## src/rtl/pipelined_tree_mult.sv

```systemverilog
// Fully pipelined N x N adder-tree multiplier with valid/ready on both sides and per-stage bubble collapsing.
// Optional feature macro: TREE_MULT_TAG_EN adds an in_tag/out_tag sideband that travels with each beat.
module pipelined_tree_mult #(
    parameter int N = 16
`ifdef TREE_MULT_TAG_EN
    ,
    parameter int TAG_W = 4
`endif
) (
    input  logic           clk,
    input  logic           rst_n,
    input  logic           in_valid,
    output logic           in_ready,
    input  logic [N-1:0]   in_a,
    input  logic [N-1:0]   in_b,
    input  logic           in_signed,
`ifdef TREE_MULT_TAG_EN
    input  logic [TAG_W-1:0] in_tag,
    output logic [TAG_W-1:0] out_tag,
`endif
    output logic           out_valid,
    input  logic           out_ready,
    output logic [2*N-1:0] out_p,
    output logic           busy
);

    localparam int LEVELS = $clog2(N);
    localparam int W      = 2 * N;
    localparam int NODES  = N - 1;

    generate
        if (N < 4 || (N & (N - 1)) != 0) begin : g_bad_n
            $error("pipelined_tree_mult: N must be a power of 2 and >= 4");
        end
    endgenerate

    logic [N-1:0]    a_q;
    logic [N-1:0]    b_q;
    logic            sgn_q;
    logic [LEVELS:0] v_q;
    logic [LEVELS:0] rdy;
    logic [LEVELS:0] en;
    logic [W-1:0]    a_ext;
    logic [W-1:0]    pp      [N];
    // Tree nodes packed level after level: level l starts at N - (N >> l).
    logic [W-1:0]    node_q  [NODES];
    logic [W-1:0]    node_d  [NODES];
    logic [NODES-1:0] node_en;

    assign a_ext = sgn_q ? {{N{a_q[N-1]}}, a_q} : {{N{1'b0}}, a_q};

    genvar gi, gj;
    generate
        for (gi = 0; gi <= LEVELS; gi++) begin : g_ctl
            // A stage can take a beat unless it and every stage after it is full and the sink stalls.
            assign rdy[gi] = out_ready | ~(&v_q[LEVELS:gi]);
            if (gi == 0) begin : g_en0
                assign en[gi] = rdy[gi] & in_valid;
            end else begin : g_enk
                assign en[gi] = rdy[gi] & v_q[gi-1];
            end
        end

        for (gi = 0; gi < N; gi++) begin : g_pp
            if (gi == N - 1) begin : g_top
                // The sign bit of a two's-complement multiplier carries weight -2^(N-1).
                assign pp[gi] = !b_q[gi] ? '0 :
                                sgn_q ? (-(a_ext << gi)) : (a_ext << gi);
            end else begin : g_low
                assign pp[gi] = b_q[gi] ? (a_ext << gi) : '0;
            end
        end

        for (gi = 0; gi < LEVELS; gi++) begin : g_lvl
            localparam int BASE = N - (N >> gi);
            for (gj = 0; gj < (N >> (gi + 1)); gj++) begin : g_node
                if (gi == 0) begin : g_from_pp
                    assign node_d[BASE+gj] = pp[2*gj] + pp[2*gj+1];
                end else begin : g_from_lvl
                    localparam int PB = N - 2 * (N >> gi);
                    assign node_d[BASE+gj] = node_q[PB+2*gj] + node_q[PB+2*gj+1];
                end
                assign node_en[BASE+gj] = en[gi+1];
            end
        end
    endgenerate

    always_ff @(posedge clk or negedge rst_n) begin
        if (!rst_n) begin
            v_q   <= '0;
            a_q   <= '0;
            b_q   <= '0;
            sgn_q <= 1'b0;
            for (int i = 0; i < NODES; i++) begin
                node_q[i] <= '0;
            end
        end else begin
            if (rdy[0]) begin
                v_q[0] <= in_valid;
            end
            for (int k = 1; k <= LEVELS; k++) begin
                if (rdy[k]) begin
                    v_q[k] <= v_q[k-1];
                end
            end
            if (en[0]) begin
                a_q   <= in_a;
                b_q   <= in_b;
                sgn_q <= in_signed;
            end
            for (int i = 0; i < NODES; i++) begin
                if (node_en[i]) begin
                    node_q[i] <= node_d[i];
                end
            end
        end
    end

`ifdef TREE_MULT_TAG_EN
    logic [TAG_W-1:0] tag_q [LEVELS+1];

    always_ff @(posedge clk or negedge rst_n) begin
        if (!rst_n) begin
            for (int k = 0; k <= LEVELS; k++) begin
                tag_q[k] <= '0;
            end
        end else begin
            if (en[0]) begin
                tag_q[0] <= in_tag;
            end
            for (int k = 1; k <= LEVELS; k++) begin
                if (en[k]) begin
                    tag_q[k] <= tag_q[k-1];
                end
            end
        end
    end

    assign out_tag = tag_q[LEVELS];
`endif

    assign in_ready  = rdy[0];
    assign out_valid = v_q[LEVELS];
    assign out_p     = node_q[NODES-1];
    assign busy      = |v_q;

endmodule
```

## config.mk

```make
export PLATFORM = sky130hd
export DESIGN_NAME = pipelined_tree_mult
export DESIGN_NICKNAME = d
export VERILOG_FILES = /design/src/rtl/pipelined_tree_mult.sv
export SDC_FILE = /design/constraint.sdc
export NUM_CORES = 1
export LEC_CHECK = 0
export BUFFER_PORTS_ARGS = -buffer_cell sky130_fd_sc_hd__buf_2
export CAP_MARGIN = 10
export CELL_PAD_IN_SITES_DETAIL_PLACEMENT = 2
export CELL_PAD_IN_SITES_GLOBAL_PLACEMENT = 2
export CORE_AREA = 2 2 206 360
export CTS_CLUSTER_DIAMETER = 120
export DETAILED_ROUTE_END_ITERATION = 12
export DIE_AREA = 0 0 208 362
export PLACE_DENSITY_LB_ADDON = 0.1
export SLEW_MARGIN = 20
export SYNTH_ARGS = -nofsm -noshare
export SYNTH_HDL_FRONTEND = slang
export SYNTH_SLANG_ARGS = --single-unit
```

## constraint.sdc

```tcl
create_clock -name clk -period 7.28 [get_ports clk]
set_clock_uncertainty 0.05 [all_clocks]
set_input_delay 0.364 -clock clk [delete_from_list [all_inputs] [get_ports clk]]
set_output_delay 0.364 -clock clk [all_outputs]
set_load 0.1 [all_outputs]
```

After elaboration in Yosys (flattened, before gate mapping)
Index checks and enable logic that the tools add are counted.
{"block": "word_totals", "inputBits": 37, "word_cells": 77, "ff_bits": 518, "out_inout_bits": 35}
{"block": "op_classes", "n_mux": 18, "add_sub_neg": 16, "bitwise": 15, "n_reduce_logical": 5}
{"cell": "32-bit two-way mux", "count": 18}
{"cell": "32-bit adder", "count": 15}
{"cell": "32-bit negator", "count": 1}
{"cell": "1-bit AND", "count": 5}
{"cell": "1-bit NOT", "count": 5}
{"cell": "1-bit bitwise OR", "count": 5}
{"cell": "5-bit AND reduction", "count": 1}
{"cell": "5-bit OR reduction", "count": 1}
{"cell": "4-bit AND reduction", "count": 1}
{"cell": "3-bit AND reduction", "count": 1}
{"cell": "2-bit AND reduction", "count": 1}

Logic depth before layout (Yosys ltp)
{"block": "logic_depth", "depth_word": 5, "depth_mapped": 17, "mapped_depth_nobuf": 16}

Least setup slack after synthesis
No wires, ideal clock.
{"block": "synth_path", "path_type": "register -> register", "startpoint": "register a_q[8]", "endpoint": "register node_q[255] in the netlist's numbering", "setup_ns": 0.134, "t_required_ns": 7.096, "synth_period_minus_slack_ns": 3.515, "setup_slack_ns": 3.765, "arrival_ns": 3.331, "path_buffers": 1, "stages_incl_launch_ff": 16, "cell_sequence": "dfrtp_1 buf_6 or4_4 or3_1 or2_1 o21ai_0 xnor2_1 and2_1 ha_1 a21oi_1 inv_1 a21oi_1 nor2b_1 a31oi_1 and4_2 o31ai_2"}
{"block": "synth_between", "elab_chain_cells": 5, "word_cells_on_any_way": 6, "classes_between": "add/sub: 2; mux: 4"}
{"item": "start: declaration", "line_no": "37", "source": "logic [N-1:0] a_q;"}
{"item": "start signal: assignment", "line_no": "107", "source": "a_q <= in_a;"}
{"item": "32-bit two-way mux *", "line_no": "50", "source": "assign a_ext = sgn_q ? {{N{a_q[N-1]}}, a_q} : {{N{1'b0}}, a_q};"}
{"item": "32-bit negator", "line_no": "68", "source": "sgn_q ? (-(a_ext << gi)) : (a_ext << gi);"}
{"item": "32-bit two-way mux", "line_no": "68"}
{"item": "32-bit two-way mux", "line_no": "67", "source": "assign pp[gi] = !b_q[gi] ? '0 :"}
{"item": "32-bit adder *", "line_no": "78", "source": "assign node_d[BASE+gj] = pp[2*gj] + pp[2*gj+1];"}
{"item": "end signal: indexed assignment", "line_no": "113", "source": "node_q[i] <= node_d[i];"}
{"item": "end: declaration", "line_no": "46", "source": "logic [W-1:0] node_q [NODES];"}
Mark *: on every way between the ends. The rest lies on a longest branch, timed or not.
A chain may end at the register's enable or synchronous reset.

Final worst setup path
{"block": "layout_path", "startpoint": "register a_q[0]", "endpoint": "register node_q[251] in the netlist's numbering"}
The elaborated chain is that of the path after synthesis.

==> out/metrics.csv <==
stage;metric;value;unit
critical_path;critPathBufInv;1;
global_route;antenna_found_initial;6;
floorplan;row_count;131;
sta;rsz0062_at_grt;no;
synthesis;synth_cell_types;86;
synthesis;synth_xor_area_share;5.807;%
synthesis;synth_top_family_by_area;simple AND/OR/NAND/NOR gates;
placed_design;port_buffers;71;
global_route;grt_use_met3;2.771;%
critical_path;cpPeakStageDelay;750;ps
finish;fin_nets;4046;
routing;drtPass1Iterations;5;
global_route;grt_max_degree;173;
critical_path;crit_chain;inv_1 > ha_1 > nand2b_1 > xnor2_1 > and2_1 > ha_1 > nor2b_1 > o21ai_0 > a21boi_0 > o21ai_0 > a21oi_1 > o21a_1 > or3_1 > nand3_1;
synthesis;synth_seq_cells;430;
sta;post-route-min-period;4253;ps
routing;via_per_inst;5.946;
sta;tightest_slew;981.3;ps
floorplan;start_util;43.72;%
sta;slew-limit-headroom;34.58;%
sta;max_freq;235.1;MHz
clock_network;numCtsBuffers;47;
clock_network;post_cts_resize_count;0;
clock_network;cts_tree;yes;
critical_path;crit_type;flop to flop;
critical_path;cp.arrival;4730;ps
synthesis;syn-instance-count;3705;
placed_design;gp_congestion;0.9431;
global_route;grt_overflow_total;0;
placed_design;dp_hpwl;89650;um
floorplan;fp.dieH;362;um
floorplan;core_area;72450;um2
sta;period_share;58.43;%
critical_path;slowest_stage;dfrtp_1;
sta;drv_slew;0;
routing;drc;0;
critical_path;cpLargestDelayFamily;compound AO/OA/AOI/OAI gates;
critical_path;cp_max_fo;18;
routing;wl;117700;um
power;leakagePower;0.01609;uW
synthesis;synthFlopType;dfrtp_1;
synthesis;synthMuxAreaShare;1.600;%
synthesis;synth_edf_count;0;
sta;setup_ws;3027;ps
power;irDropWorstVdd;235.9;uV
synthesis;syn_nets;4054;
routing;ant_nets;0;
synthesis;ys_async_sr_fraction;100.0;%
synthesis;syn_area_per_cell;8.548;um2
synthesis;yosys.area_share.simple;21.24;%
clock_network;cts_buffer_depth;3;
routing;vias;27740;
global_route;top_usage_layer;met2;
floorplan;fp.dieArea;75300;um2
synthesis;synth-compound-area-share;20.57;%
synthesis;synth_seq_area_share;33.97;%
clock_network;htreeDepth;2;
power;power_density;469.6;nW/um2
global_route;gr-usage-met2;59.70;%
routing;drt_iter0_markers;1038;
critical_path;required;7760;ps
synthesis;synthAdderAreaFrac;12.68;%
finish;final_util;47.67;%
floorplan;ioPinCount;72;
min_path;hp-class;input pin to flop;
critical_path;end_kind;flop;
sta;hold_viol;0;
clock_network;clock_latency;610;ps
sta;finalSetupViolCount;0;
sta;fin_tns_setup;0;ps
synthesis;synth_warnings;0;
critical_path;worst_setup_path_start_kind;flop;
finish;drive_gt1_share;7.074;%
clock_network;cts_root_buf;clkbuf_16;
routing;wire_per_inst;25.22;um
clock_network;cts_sinks;430;
finish;area_growth;9.035;%
clock_network;clkTransAtPathRegs;70;ps
placed_design;post-place-ws;3078;ps
global_route;grt_pass1_vias;31650;
run_status;status;finished clean;
synthesis;syn_area;31670;um2
run;max_cap_viol_count;0;
clock_network;cts_setup_buffers;0;
global_route;grt_use_total;31.22;%
global_route;use_met1;32.32;%
global_route;grt_pass1_wl;184500;um
floorplan;die_w;208;um
Yosys cell counts, types with 6 or more instances:
master     count  share of area (%)
and3_1        48               0.95
nor2_1       211                2.5
o41ai_1       10               0.28
a211oi_1      34               0.81
nor4_1         8               0.16
a41oi_1        6               0.17
a21oi_1      182                2.9
or2_2          7               0.14
xor2_1       101                2.8
a21boi_0      17               0.40
mux2_2        45                1.6
nor2b_1       38               0.75
o21ai_0      352                5.6
o31a_1         9               0.25
nor3b_1       11               0.26
nor3_1        83                1.3
a21o_1       107                2.5
o21a_1        68                1.6
nand3b_1      12               0.28
buf_1         23               0.27
and2_1       262                5.2
ha_1         297                 12
nand2b_1      40               0.79
clkbuf_1     124                1.5
buf_4         32               0.76
xnor2_1      109                3.0
o31ai_1       56                1.3
nand2_1      506                6.0
inv_1        124                1.5
or3_1         27               0.53
o2111ai_1     13               0.36
o211ai_1      30               0.71
fa_1          15               0.95
nand4_1       21               0.41
a211o_1       10               0.28
nand3_1       73                1.2
dfrtp_1      430                 34
a31o_2         6               0.17
a31oi_1       32               0.63
o21bai_1      27               0.64
worst register-to-register path: cells and delay by family, from the launching register on:
family	cells	cell delay (ps)
buffers and inverters	1	190
AOI/OAI and AO/OA	5	1480
adders and majority gates	2	620
DFF	1	750
xor gates and xnor gates	1	130
and+or+nand+nor	5	940
sequential cells by signal, summed over array words and instances (netlist names):
name / count
a_q: 16
out_p: 32
sgn_q: 1
node_q: 360
b_q: 16
v_q: 5
final cells by class:
type | count | area, um2
diodes | 2 | 5.005
clock buffers | 58 | 1297
clock inverters | 26 | 289.0
multi-input cells | 2965 | 19640
flip-flops and latches | 430 | 10760
inverters | 124 | 465.4
well taps | 931 | 1165
fillers | 7991 | 37910
repair buffers | 129 | 913.4
where the power goes:
group          internal (uW)  leakage [uW]  switching [uW]  total, uW
Combinational           3250        0.0100            6040       9280
Clock                   1450      0.000773            1110       2560
Sequential              3360       0.00528            1020       4380
Total                   8050        0.0161            8170      16200
metal layers:
metal	up-vias	wire, um
li1	12990	-
met5	-	0
met2	414	62290
met4	0	8896
met3	255	2432
met1	14080	44050
timing repair:
action                                  4_1_cts  5_1_grt
hold endpoints to repair                    105        0
endpoints found under the setup margin        0        0
hold buffers                                 35        0
metrics by stage:
| step | std cells | power (uW) | hold slack (ps) | instance area [um2] |
|---|---|---|---|---|
| floorplan | 3705 | 10400 | 18.41 | 31670 |
| global placement | 4544 | 13080 | 318.7 | 32580 |
| detailed placement | 4544 | 13610 | 331.3 | 32580 |
| CTS | 4663 | 16330 | 103.2 | 34520 |
| global route | 4665 | 17330 | 190.1 | 34530 |
| finish | 4665 | 16220 | 159.7 | 34530 |
layout by cell type (no fill, tap or decap), drive strengths merged, types with 45 or more instances in the layout:
cell,instances
and2,266
a21oi,184
clkbuf,58
mux2,45
ha,297
and3,48
buf,94
o21a,68
xor2,101
xnor2,109
nand2,506
nor3,84
nor2,211
nand3,73
a21o,107
inv,128
o31ai,57
o21ai,356
dfrtp,430
cells by family after synthesis:
kind of cell | count (synthesis)
AOI/OAI and AO/OA | 1022
adders and majority gates | 312
xor gates and xnor gates | 210
DFF | 430
and+or+nand+nor | 1376
muxes | 45
buffers and inverters | 310
path summary, 6_finish.rpt:
path / slack (ps) / startpoint / endpoint / cells after the start
worst max-delay path: 3030 / a_q[0] / node_q[251] / 14
worst min-delay path: 160 / out_ready / v_q[3] / 4
worst max register to register: 3030 / a_q[0] / node_q[251] / 14
worst min register to register: 420 / node_q[193] / node_q[65] / 2
max in group asynchronous: 4940 / rst_n / node_q[469] / 4
min in group asynchronous: 270 / rst_n / out_p[20] / 2
(Power assumes the default switching activity.)
